**src/rtl/tpum_xbox_arb_if.sv**
```systemverilog
// Crossbar-side beat handshake of the TPUM xbox arbiter.
// The master side drives beat requests; the slave side returns the beat accept.
interface tpum_xbox_arb_if #(
  parameter int LEN_W = 4
);
  logic             xbox_req;
  logic             xbox_write;
  logic             xbox_ack;
  logic [LEN_W-1:0] beat_cnt;
  logic             last;

  modport master (
    output xbox_req,
    output xbox_write,
    output beat_cnt,
    output last,
    input  xbox_ack
  );

  modport slave (
    input  xbox_req,
    input  xbox_write,
    input  beat_cnt,
    input  last,
    output xbox_ack
  );
endinterface

```
**src/rtl/tpum_xbox_arb.sv**
```systemverilog
// Round-robin arbiter and burst sequencer for the shared TPUM xbox port.
// Serves R1 loader, R2 loader and write-back one burst at a time.
module tpum_xbox_arb #(
  parameter int NREQ  = 3,
  parameter int LEN_W = 4
) (
  input  logic                  clk,
  input  logic                  rst_n,
  input  logic [NREQ-1:0]       req,
  input  logic [NREQ*LEN_W-1:0] req_len,
  input  logic [NREQ-1:0]       req_write,
  output logic [NREQ-1:0]       gnt,
  output logic                  busy,
  output logic [NREQ-1:0]       done,
  tpum_xbox_arb_if.master       xb
);

  localparam int IW = (NREQ > 1) ? $clog2(NREQ) : 1;

  typedef enum logic {IDLE, XFER} state_t;

  state_t           state, state_n;
  logic [IW-1:0]    ptr, ptr_n;
  logic [IW-1:0]    win, win_n;
  logic [IW-1:0]    pick;
  logic             found;
  logic [LEN_W-1:0] len, len_n;
  logic [LEN_W-1:0] cnt, cnt_n;
  logic [NREQ-1:0]  gnt_n;
  logic             busy_n;
  logic             xreq_n;
  logic             xwr_n;
  logic             last;
  int               j;

  // Scan ptr, ptr+1, ... wrapping, first active request wins
  always_comb begin
    pick  = '0;
    found = 1'b0;
    j     = 0;
    for (int k = 0; k < NREQ; k++) begin
      j = int'(ptr) + k;
      if (j >= NREQ) j = j - NREQ;
      if (!found && req[j]) begin
        found = 1'b1;
        pick  = IW'(j);
      end
    end
  end

  assign last        = (state == XFER) && (cnt == len);
  assign done        = gnt & {NREQ{xb.xbox_ack & last}};
  assign xb.beat_cnt = cnt;
  assign xb.last     = last;

  always_comb begin
    state_n = state;
    ptr_n   = ptr;
    win_n   = win;
    len_n   = len;
    cnt_n   = cnt;
    gnt_n   = gnt;
    busy_n  = busy;
    xreq_n  = xb.xbox_req;
    xwr_n   = xb.xbox_write;
    unique case (state)
      IDLE: begin
        if (found) begin
          state_n = XFER;
          win_n   = pick;
          len_n   = req_len[pick*LEN_W +: LEN_W];
          cnt_n   = '0;
          gnt_n   = NREQ'(1) << pick;
          busy_n  = 1'b1;
          xreq_n  = 1'b1;
          xwr_n   = req_write[pick];
        end
      end
      XFER: begin
        if (xb.xbox_ack) begin
          if (last) begin
            state_n = IDLE;
            ptr_n   = (win == IW'(NREQ-1)) ? '0 : win + 1'b1;
            cnt_n   = '0;
            gnt_n   = '0;
            busy_n  = 1'b0;
            xreq_n  = 1'b0;
            xwr_n   = 1'b0;
          end else begin
            cnt_n = cnt + 1'b1;
          end
        end
      end
      default: state_n = IDLE;
    endcase
  end

  always_ff @(posedge clk or negedge rst_n) begin
    if (!rst_n) begin
      state         <= IDLE;
      ptr           <= '0;
      win           <= '0;
      len           <= '0;
      cnt           <= '0;
      gnt           <= '0;
      busy          <= 1'b0;
      xb.xbox_req   <= 1'b0;
      xb.xbox_write <= 1'b0;
    end else begin
      state         <= state_n;
      ptr           <= ptr_n;
      win           <= win_n;
      len           <= len_n;
      cnt           <= cnt_n;
      gnt           <= gnt_n;
      busy          <= busy_n;
      xb.xbox_req   <= xreq_n;
      xb.xbox_write <= xwr_n;
    end
  end

endmodule

```
**src/flat_wrapper.sv**
```systemverilog
// flat-port wrapper written by rule: the top's interface ports become plain ports
module tpum_xbox_arb_flat 
#(
  parameter int NREQ  = 3,
  parameter int LEN_W = 4
)
  (clk, rst_n, req, req_len, req_write, gnt, busy, done, xb_xbox_req, xb_xbox_write, xb_beat_cnt, xb_last, xb_xbox_ack);
  tpum_xbox_arb_if #(.LEN_W(LEN_W)) xb_i ();
  input  logic clk;
  input  logic rst_n;
  input  logic [NREQ-1:0] req;
  input  logic [NREQ*LEN_W-1:0] req_len;
  input  logic [NREQ-1:0] req_write;
  output logic [NREQ-1:0] gnt;
  output logic busy;
  output logic [NREQ-1:0] done;
  output wire logic [$bits(xb_i.xbox_req)-1:0] xb_xbox_req;
  output wire logic [$bits(xb_i.xbox_write)-1:0] xb_xbox_write;
  output wire logic [$bits(xb_i.beat_cnt)-1:0] xb_beat_cnt;
  output wire logic [$bits(xb_i.last)-1:0] xb_last;
  input wire logic [$bits(xb_i.xbox_ack)-1:0] xb_xbox_ack;
  assign xb_xbox_req = xb_i.xbox_req;
  assign xb_xbox_write = xb_i.xbox_write;
  assign xb_beat_cnt = xb_i.beat_cnt;
  assign xb_last = xb_i.last;
  assign xb_i.xbox_ack = xb_xbox_ack;
  tpum_xbox_arb #(.NREQ(NREQ), .LEN_W(LEN_W)) u_core (.clk(clk), .rst_n(rst_n), .req(req), .req_len(req_len), .req_write(req_write), .gnt(gnt), .busy(busy), .done(done), .xb(xb_i));
endmodule
```
**config.mk**
```make
export PLATFORM = sky130hd
export DESIGN_NAME = tpum_xbox_arb_flat
export DESIGN_NICKNAME = d
export VERILOG_FILES = /design/src/rtl/tpum_xbox_arb_if.sv /design/src/rtl/tpum_xbox_arb.sv /design/src/flat_wrapper.sv
export SDC_FILE = /design/constraint.sdc
export NUM_CORES = 1
export LEC_CHECK = 0
export CAP_MARGIN = 10
export CELL_PAD_IN_SITES_DETAIL_PLACEMENT = 2
export CELL_PAD_IN_SITES_GLOBAL_PLACEMENT = 2
export CORE_MARGIN = 2
export CORE_UTILIZATION = 29
export CTS_CLUSTER_DIAMETER = 100
export DETAILED_ROUTE_END_ITERATION = 8
export GPL_TIMING_DRIVEN = 0
export PLACE_DENSITY = 0.91
export SYNTH_ARGS = -nofsm -noshare
export SYNTH_HDL_FRONTEND = slang
export SYNTH_SLANG_ARGS = --single-unit
```
**constraint.sdc**
```tcl
create_clock -name clk -period 5.6 [get_ports clk]
set_input_delay 0.56 -clock clk [delete_from_list [all_inputs] [get_ports clk]]
set_output_delay 0.56 -clock clk [all_outputs]
set_load 0.02 [all_outputs]
```
Yosys cells after proc, flatten, opt, wreduce, memory -nomap -nowiden
Cells that the tools add are included.
Widths: inputs -> output; s select.
Storage, ports and cells
  input bits: 21
  logic and storage cells: 80
  output and inout bits: 14
  register bits after elaboration: 18
Operators by class
  reductions and logical operators: 9
  mux-type cells: 39
  equality and inequality tests: 5
  $lt $le $gt $ge: 7
  $add $sub $neg: 7
  shift-type cells: 2
  bitwise logic cells: 3
Operators with widths (count)
  $lt 32x4->1 const B: 3
  $mux 32: 3
  $ge 32x3->1 const B: 2
  $sub 32x3->32 const B: 2
  $mux 1: 17
  $mux 4: 3
  $shiftx 12x5->4: 1
  $mux 3: 3
  $bmux 1 s2: 4
  $mux 2: 4
  $pmux 4 s2: 1
  $pmux 1 s2: 3
  $pmux 3 s2: 1
  $reduce_and 3->1: 2
  $add 4x1->4 const B: 1
  $eq 4x4->1: 1
  $ne 2x2->1 const B: 2
  $reduce_and 2->1: 2
  $add 2x1->3 const B: 1
  $add 2x2->3 const B: 1
  $and 3x3->3: 1
  $logic_and 1x1->1: 3
  $lt 2x3->1 const B: 1
  $shl 1x2->3 const A: 1
  other kinds (8): 9

Depth between registers and ports, before layout
Gate-level depths: netlist (run 1).
  depth after elaboration: 16
  gate-level depth with buffers: 10
  depth with buffers taken out: 8

Worst setup path after synthesis (run 1)
OpenSTA, ideal clock, no wires.
  kind: register to register
  start point: reg u_core.ptr[0]
  end point: reg u_core.gnt[1]
  required time: 5535 ps
  setup slack: 3288 ps
  library setup time: 65 ps
  clock period less this slack: 2312 ps
  buffers on the path: 2
  stages on the path, launching flop included: 11
  arrival: 2247 ps
  cells stage by stage: dfrtp_1 > inv_1 > ha_1 > buf_2 > nand3b_1 > o21a_1 > a31o_1 > or3_1 > buf_2 > or3_1 > nand2_1
On the way
  word-level cells in the longest chain between the ends: 15
  elaborated cells between the ends (all ways): 35
  those cells by class: 5 x add/sub; 3 x order compare; 1 x eq/ne; 1 x shift; 20 x mux; 5 x reduce/logical
Ends and longest elaborated chain
  start: declaration: line tpum_xbox_arb.sv:23  | logic [IW-1:0] ptr, ptr_n;
  start signal: assignment: line tpum_xbox_arb.sv:111  | ptr <= ptr_n;
  parallel branches: the longest is 15 deep, another holds $sub 32x3->32
  end signal: assignment: line tpum_xbox_arb.sv:115  | gnt <= gnt_n;
  end: declaration: line tpum_xbox_arb.sv:12  | output logic [NREQ-1:0] gnt,
Several ways; the timed one is not identified. The select of a mux whose other input is x is not followed.
A chain may end at the register's enable or synchronous reset.

Worst setup path after layout (run 1)
  start point: reg u_core.cnt[1], in the netlist u_core.xb.beat_cnt[1]
  end point: out done[2]
On the way
  word-level cells in the longest chain between the ends: 4
Ends and longest elaborated chain
  start: declaration: line tpum_xbox_arb.sv:28  | logic [LEN_W-1:0] cnt, cnt_n;
  start signal: assignment: line tpum_xbox_arb.sv:114  | cnt <= cnt_n;
  $eq 4x4->1: line tpum_xbox_arb.sv:51  | assign last = (state == XFER) && (cnt == len);
  $logic_and 1x1->1: line tpum_xbox_arb.sv:51
  $and 1x1->1: line tpum_xbox_arb.sv:52  | assign done = gnt & {NREQ{xb.xbox_ack & last}};
  $and 3x3->3: line tpum_xbox_arb.sv:52
  end: declaration: line flat_wrapper.sv:16  | output logic [NREQ-1:0] done;
Every way passes these cells.

==> run summary, run 1 <==
Status: finished clean
H-tree depth: 1
Cell area after layout: 0.00163 sq mm
WS Path Type: reg2out
Initial Utilization: 29.7%
FMAX: 312 MHz
Reg2Reg Depth: 10
Final ANT Viol Nets: 0
Drt via density: 5.17
RSZ-0062 raised after global routing: no
Crit start category: flop
Drt initial violations: 26
First-pass GRT wire length: 6.39 mm
Worst-margin pin slew: 849 ps
Max_cap viols: 0
Total power draw: 891 uW
Netlist cell types: 33
Pre-antenna DRT Iters: 4
Die W: 67.6 microns
Number of global-route vias before repair: 1356
Remaining DRCs: 0
Largest net degree at the start of global routing: 19
Clock Sinks: 18
Min Tclk post-route: 3200 ps
Average size of a mapped cell: 8.81 sq um
Async set or reset register ratio after synthesis: 100%
Top FF cell, synth: dfrtp_1
Final WL: 3.77 mm
HP Class: reg2reg
Yosys warns: 0
Worst-path maximum fanout: 6
Worst reg2reg setup slack: 2940 ps
Die Ht: 67.6 microns
Num rows: 23
Diodes inserted: 0
Final nets: 198
Syn Inst Count: 133
Grt total ovfl: 0
Synth top area share: 38.4%
Mean routed wirelength per cell: 17.1 microns
CTS Hold Bufs: 0
Clk slew on worst S/H paths: 70 ps
Total Routing Usage GR: 18.7%
Post-synth top area cell: dfrtp_1
P_leak: 0.000735 uW
Top post-synthesis cells by area: dfrtp_1 (38%), mux2i_1 (7.7%), nand2_1 (7.7%)
Postcts setup bufs: 0
Internal: 483 uW
Worst Path Required: 5040 ps
Final period utilization: 57.2%
Reg2Reg Capture Point: u_core.gnt[1]$_DFFE_PN0P_
Hold path start: u_core.win[1]$_DFFE_PN0P_
Clock Tree Buf Depth: 2
Combinational share of power: 60.9%
CTS Root Cell: clkbuf_8
Gpl congestion: 0.793
Clk_lat worst skew: 260 ps
Initial antenna violation count: 0
Post-DP Area: 0.00158 sq mm
Vias: 1142
Pre-CTS setup slack: 2650 ps
Post-synth EDFFs: 0
Area grow syn2layout: 39.1%
Worst r2r src: u_core.ptr[0]$_DFFE_PN0P_
CP endpoint kind: primary output
Cell count of the worst hold path: 2
I/O Buffers: 34
Min Hold Slack: 500 ps
Worst VDD drop: 0.228 mV
Setup_tns: 0 ps
Cts bufs inserted: 3
Die area: 0.00457 sq mm
Setup Skew: 2.35 ps
Syn nets: 159
Final setup vio count: 0
Most frequent cells in the layout: clkdlybuf4s50_1 (34), nand2_1 (24), dfrtp_1 (18)
Critical path arrival: 2640 ps
Total power divided by cell area: 546 mW/mm^2
Most common cell after layout, fill and taps aside: clkdlybuf4s50_1
Final-layout fill cell count: 445
Net switching power: 408 uW
Post_cts resized: 0
Worst setup margin: 2400 ps
Hold path endpoint: u_core.win[1]$_DFFE_PN0P_
FF+latch count, synth: 18
Slew HR: 43.2%
Area of the core: 0.00394 sq mm
Hold Violations, Final: 0
Sequential power share: 27.0%
Slew Viols, Final: 0
Clock power share: 12.2%
Hpwl dp: 3.00 mm
Layout cells sized above 1: 7.60%
Switching power share of the total: 45.8%
Ports: 35
CTS tree: done
Post-Syn Area: 0.00117 sq mm
Register area share after synthesis: 38.4%
-- worst max-delay path, stage by stage (launching register included) --
cell and delay [ps]:
dfrtp_1 450, xor2_1 170, nor4_1 640, and3_1 360, and2_1 160, clkdlybuf4s50_1 600
-- cells in the mapped netlist (2+ instances only) --
cell type	instances
nor3_1	2
buf_4	3
o21a_1	2
xor2_1	4
and2_1	6
nand2_1	24
nand3_1	4
or3_1	3
nor2b_1	2
mux2i_1	9
o221ai_1	5
nor4_1	2
buf_2	2
dfrtp_1	18
o21ai_0	9
ha_1	5
inv_1	10
nand3b_1	3
mux2_2	2
nor2_1	5
-- worst max path at each step --
| stage | startpoint | end | cells past startpoint |
|---|---|---|---|
| global placement | req[0] | u_core.win[0]$_DFFE_PN0P_ | 8 |
| detailed placement | u_core.xb.beat_cnt[0]$_DFFE_PN0P_ | done[2] | 5 |
| global route | u_core.xb.beat_cnt[0]$_DFFE_PN0P_ | done[2] | 5 |
| finish | u_core.xb.beat_cnt[1]$_DFFE_PN0P_ | done[2] | 5 |
| CTS | u_core.xb.beat_cnt[0]$_DFFE_PN0P_ | done[2] | 5 |
| floorplan | u_core.ptr[0]$_DFFE_PN0P_ | u_core.gnt[1]$_DFFE_PN0P_ | 10 |
-- power by group through the flow --
stage / Clock [uW] / Sequential (uW) / Combinational [uW]
floorplan: 0 / 255 / 331
global placement: 0 / 237 / 501
detailed placement: 0 / 242 / 540
CTS: 111 / 240 / 547
global route: 115 / 249 / 605
finish: 108 / 240 / 542
-- flip-flops by register name, indices dropped and copies added, names as in the netlist --
register              flops
u_core.len                4
u_core.xb.beat_cnt        4
u_core.gnt                3
u_core.ptr                2
u_core.win                2
u_core.busy               1
u_core.state              1
u_core.xb.xbox_write      1
-- per-stage QoR --
stage	std cells	util, %
after floorplan	133	-
after global placement	217	40.0
after detailed placement	217	40.0
after CTS	221	41.4
after global routing	221	41.4
final	221	41.4
-- per-layer routing --
| layer | vias up | GRT usage, % | part of all wire (%) |
|---|---|---|---|
| li1 | 537 | - | - |
| met1 | 566 | 20.0 | 40 |
| met2 | 30 | 36.4 | 55 |
| met3 | 9 | 2.00 | 3.2 |
| met4 | 0 | 7.65 | 2.0 |
| met5 | - | 0 | 0 |
-- final cells by class --
type	count	area (sq um)	area share (%)
Tap cell	50	62.6	3.84
Inverter	10	37.5	2.30
Multi-Input combinational cell	99	648	39.8
Sequential cell	18	450	27.6
Timing Repair Buffer	34	340	20.9
Clock buffer	4	55.1	3.38
Buffer	6	36.3	2.23
-- logic make-up (layout without fill, tap and decap cells) --
logic type | Yosys count | count (layout) | share of synthesized area (%)
AO/OA/AOI/OAI | 25 | 25 | 15.0
AND/OR/NAND/NOR | 54 | 54 | 22.3
buffers and inverters | 16 | 54 | 6.30
flip-flops | 18 | 18 | 38.4
XOR/XNOR | 4 | 4 | 2.99
adder cells (fa/ha/maj) | 5 | 5 | 5.34
multiplexers | 11 | 11 | 9.61
Note: power is estimated with default switching activity, not from simulation.
==> run 2: changes to the inputs <==
CORE_UTILIZATION = 24   (was 29)
PLACE_DENSITY = 0.81   (was 0.91)
clock period = 2.6 ns   (was 5.6 ns; I/O delays follow)
==> run 2 against run 1 <==
Global-route usage fell by 3.0 points. Routed wire length rose by 5.7%. Critical path depth rose by 6. Via count rose by 3.1%. Cell count rose by 10%. Core utilization fell by 4.2 points. Clock-buffer cell count did not move. Worst setup slack got worse by 2200 ps. Combinational power rose to 2.5 times the previous value. Critical path type is now reg2reg.
==> run summary, run 2 (synthesized netlist as in run 1, its figures left out) <==
First-pass GRT wire length: 6.64 mm
Worst VDD drop: 0.445 mV
Vias: 1177
Final nets: 203
Final ANT Viol Nets: 0
Setup Skew: 2.75 ps
Drt initial violations: 34
Cells after DPL: 234
Die area: 0.00546 sq mm
Largest net degree at the start of global routing: 19
Net switching power: 957 uW
Worst-margin pin slew: 860 ps
Remaining DRCs: 0
Initial antenna violation count: 0
Diodes inserted: 0
Ports: 35
Switching power share of the total: 45.1%
Drt via density: 4.84
Critical path arrival: 2620 ps
Total Routing Usage GR: 15.6%
WS Path Type: reg2reg
CTS Root Cell: clkbuf_8
CP endpoint kind: flop
Min Tclk post-route: 2440 ps
Min Hold Slack: 491 ps
Layout cells sized above 1: 14.8%
Most frequent cells in the layout: clkdlybuf4s50_1 (31), nand2_1 (24), dfrtp_1 (18)
Clock power share: 11.1%
H-tree depth: 1
Clock Tree Buf Depth: 2
Final period utilization: 93.7%
Total power divided by cell area: 1210 mW/mm^2
Cts bufs inserted: 3
Num rows: 25
Worst Path Required: 2790 ps
Pre-CTS setup slack: -104 ps
Sequential power share: 24.4%
P_leak: 0.000822 uW
Clock Sinks: 18
Hpwl dp: 2.97 mm
Pre-antenna DRT Iters: 2
Slew Viols, Final: 0
Worst-path maximum fanout: 10
Clk slew on worst S/H paths: 70 ps
Worst setup margin: 164 ps
Status: finished clean
Area grow syn2layout: 49.5%
Clk_lat worst skew: 260 ps
Fin cells: 243
Combinational share of power: 64.5%
I/O Buffers: 34
HP Class: in2async
Mean routed wirelength per cell: 16.4 microns
Number of global-route vias before repair: 1355
Final setup vio count: 0
FMAX: 411 MHz
Slew HR: 42.5%
Gpl congestion: 0.765
Initial Utilization: 24.8%
Area of the core: 0.00472 sq mm
Most common cell after layout, fill and taps aside: clkdlybuf4s50_1
CTS tree: done
Die Ht: 73.9 microns
Internal: 1160 uW
Die W: 73.9 microns
Max_cap viols: 0
Grt total ovfl: 0
Hold Violations, Final: 0
Final WL: 3.99 mm
Crit start category: flop
[run 2: cell count changes in the layout (fill, tap and decap cells not counted), moves of 2 or more]
| cell | change |
|---|---|
| dlymetal6s2s_1 | +3 |
| buf_4 | +5 |
| clkdlybuf4s50_1 | -3 |
| buf_2 | -2 |
| buf_6 | +2 |
[run 2: path summary, 6_finish.rpt]
path	start	end	slack (ps)	cells past startpoint
worst max-delay path	u_core.ptr[1]$_DFFE_PN0P_	u_core.gnt[2]$_DFFE_PN0P_	160	11
worst min-delay path	rst_n	u_core.len[3]$_DFFE_PN0P_	490	1
worst max register to register	u_core.ptr[1]$_DFFE_PN0P_	u_core.gnt[2]$_DFFE_PN0P_	160	11
worst min register to register	u_core.busy$_DFFE_PN0P_	u_core.busy$_DFFE_PN0P_	520	2
max in group asynchronous	rst_n	u_core.xb.beat_cnt[1]$_DFFE_PN0P_	1580	1
min in group clk	u_core.busy$_DFFE_PN0P_	u_core.busy$_DFFE_PN0P_	520	2
[run 2: cell type report]
type	instances	area, sq um
Sequential cell	18	450
Multi-Input combinational cell	99	691
Clock buffer	4	55.1
Inverter	10	37.5
Fill cell	523	2970
Timing Repair Buffer	39	385
Buffer	6	50.0
Tap cell	67	83.8
[run 2: worst max-delay path: stages, from the launching register on]
cell and delay [ps]:
dfrtp_1 410, inv_2 90, ha_1 140, buf_4 150, mux2_2 370, mux2i_1 200
a31o_1 200, buf_4 120, clkbuf_2 220, and2_1 250, nand2_1 110, nand2_1 110
[run 2: per-layer routing]
layer / GRT usage [%] / vias to the layer above / part of all wire [%]
met1: 18.3 / 598 / 39
met5: 0 / - / 0
met4: 3.43 / 0 / 1.1
li1: - / 547 / -
met2: 30.2 / 26 / 57
met3: 1.51 / 6 / 2.2
[run 2: per-stage QoR]
step	setup TNS, ps	utilization (%)	power (uW)	area, sq um
after floorplan	0	-	1260	1170
after global placement	0	33.8	1590	1600
after detailed placement	-295	33.8	1690	1600
after CTS	0	35.8	2050	1690
after global routing	-30.0	37.1	2300	1750
final	0	37.1	2120	1750
[run 2: what timing repair did]
action / 4_1_cts / 5_1_grt
buffers inserted: 2 / 3
setup endpoints to repair: 7 / 12
pin swaps: 2 / 3
hold buffers: 0 / 0
gates resized for setup: 6 / 13
[run 2: power groups by stage]
stage	registers (uW)	logic (uW)	clock network (uW)
after floorplan	549	712	0
after global placement	507	1090	0
after detailed placement	524	1170	0
after CTS	519	1290	235
after global routing	538	1510	249
final	518	1370	235
==> run 3: changes to the inputs <==
CORE_ASPECT_RATIO = 0.9   (was default)
==> run 3 against run 2 <==
Combinational power barely moved. Register-to-register slack got worse by 95 ps. Die area barely moved. Clock power barely moved. Core utilization fell by 0.43 points. Clock skew rose by 2.6 ps. Cell count fell by 0.41%. Routed wire length fell by 1.8%. Highest routed layer unchanged. Critical path type unchanged.
==> run summary, run 3 (synthesized netlist as in run 1, its figures left out) <==
Status: finished clean
Cts bufs inserted: 3
Ports: 35
Vias: 1169
Sequential power share: 24.4%
Worst path cell trace: inv_2 -> ha_1 -> buf_4 -> mux2i_2 -> o21a_2 -> a31o_1 -> or3_1 -> buf_6 -> or3_4 -> nand2_1
Drt initial violations: 17
Clk slew on worst S/H paths: 70 ps
Die area: 0.00546 sq mm
Die W: 77.7 microns
Initial antenna violation count: 0
Final WL: 3.92 mm
Total power divided by cell area: 1210 mW/mm^2
Setup Skew: 5.39 ps
H-tree depth: 1
Max_cap viols: 0
Diodes inserted: 0
HP Class: in2async
Final nets: 204
CTS tree: done
Die Ht: 70.3 microns
Setup_tns: 0 ps
CTS Hold Bufs: 0
Hold Violations, Final: 0
Final setup vio count: 0
CTS Root Cell: clkbuf_8
Min Tclk post-route: 2530 ps
CP endpoint kind: flop
Area grow syn2layout: 49.4%
Internal: 1170 uW
Initial Utilization: 24.6%
Remaining DRCs: 0
Grt total ovfl: 0
Gpl congestion: 0.730
Layout cells sized above 1: 15.8%
Min Hold Slack: 475 ps
Number of global-route vias before repair: 1350
Critical path arrival: 2740 ps
WS Path Type: reg2reg
Worst reg2reg setup slack: 70 ps
Worst-margin pin slew: 837 ps
Total Routing Usage GR: 15.3%
Worst VDD drop: 0.455 mV
Crit start category: flop
I/O Buffers: 34
Hpwl dp: 2.98 mm
Critical path's slowest cell: or3_1
Largest net degree at the start of global routing: 19
Slew HR: 44.0%
P_leak: 0.000826 uW
Worst r2r src: u_core.ptr[1]$_DFFE_PN0P_
Mean routed wirelength per cell: 16.2 microns
First-pass GRT wire length: 6.59 mm
Drt via density: 4.83
Most common cell after layout, fill and taps aside: clkdlybuf4s50_1
Final-layout fill cell count: 530
FMAX: 395 MHz
Pre-antenna DRT Iters: 4
Clock power share: 11.2%
Slew Viols, Final: 0
Final period utilization: 97.4%
Combinational share of power: 64.4%
Reg2Reg Capture Point: u_core.win[0]$_DFFE_PN0P_
Clock Tree Buf Depth: 2
Net switching power: 941 uW
Final ANT Viol Nets: 0
Num rows: 24
Reg2Reg Depth: 10
Clk_lat worst skew: 260 ps
Most frequent cells in the layout: clkdlybuf4s50_1 (31), nand2_1 (24), dfrtp_1 (18)
Storage element area: 450 sq um
Worst Path Required: 2810 ps
Area of the core: 0.00477 sq mm
Multi-input gate area: 684 sq um
Clock Sinks: 18
Worst-path maximum fanout: 8
Switching power share of the total: 44.6%
CP max stage delay: 400 ps
## run 3: how the worst max path moves through the flow
stage | start | endpoint | slack (ps) | cells after the start
after floorplan | u_core.ptr[0]$_DFFE_PN0P_ | u_core.win[0]$_DFFE_PN0P_ | 290 | 10
after global placement | req[0] | u_core.win[0]$_DFFE_PN0P_ | 90 | 8
after detailed placement | u_core.xb.beat_cnt[1]$_DFFE_PN0P_ | done[2] | -90 | 5
after CTS | u_core.ptr[1]$_DFFE_PN0P_ | u_core.win[0]$_DFFE_PN0P_ | 20 | 10
after global routing | u_core.ptr[1]$_DFFE_PN0P_ | u_core.win[0]$_DFFE_PN0P_ | -40 | 10
final | u_core.ptr[1]$_DFFE_PN0P_ | u_core.win[0]$_DFFE_PN0P_ | 70 | 10
## run 3: worst max-delay path: cells and delay by family (launching register included)
| kind | cells | cell delay, ps |
|---|---|---|
| mux | 1 | 160 |
| buf+inv | 3 | 370 |
| flops | 1 | 390 |
| fa+ha+maj | 1 | 180 |
| simple gates | 3 | 850 |
| compound gates | 2 | 510 |
## run 3: layer usage
layer	track usage [%]	wire, microns
met5	0	0
met4	5.95	58
met3	1.42	81
met2	29.3	2220
met1	17.3	1560
## run 3: area by class of cell
type	count	area share, %
plain buffers	6	2.86
clock buffers	4	3.14
inverters	10	2.14
multi-input cells	99	39.1
flip-flops and latches	18	25.7
well taps	65	4.64
repair buffers	40	22.4
## run 3: power groups by stage
stage / sequential, uW / combinational (uW) / clock, uW
2_1_floorplan: 549 / 712 / 0
3_3_place_gp: 508 / 1090 / 0
3_5_place_dp: 521 / 1180 / 0
4_1_cts: 519 / 1250 / 244
5_1_grt: 533 / 1500 / 256
6_report: 515 / 1360 / 237
## run 3: per-stage QoR
step           worst slack, ps  total power [uW]  area (sq um)  util [%]  std cells
2_1_floorplan              288              1260          1170         -        133
3_3_place_gp              94.7              1600          1590      33.4        232
3_5_place_dp             -86.0              1700          1590      33.4        232
4_1_cts                   17.0              2020          1680      35.1        237
5_1_grt                  -42.6              2290          1750      36.7        242
6_report                  68.7              2110          1750      36.7        242
## run 3: what timing repair did
item / CTS / global route
setup buffers: 1 / 5
endpoints found under the setup margin: 6 / 12
resized for setup: 4 / 15
pin swaps: 1 / 2
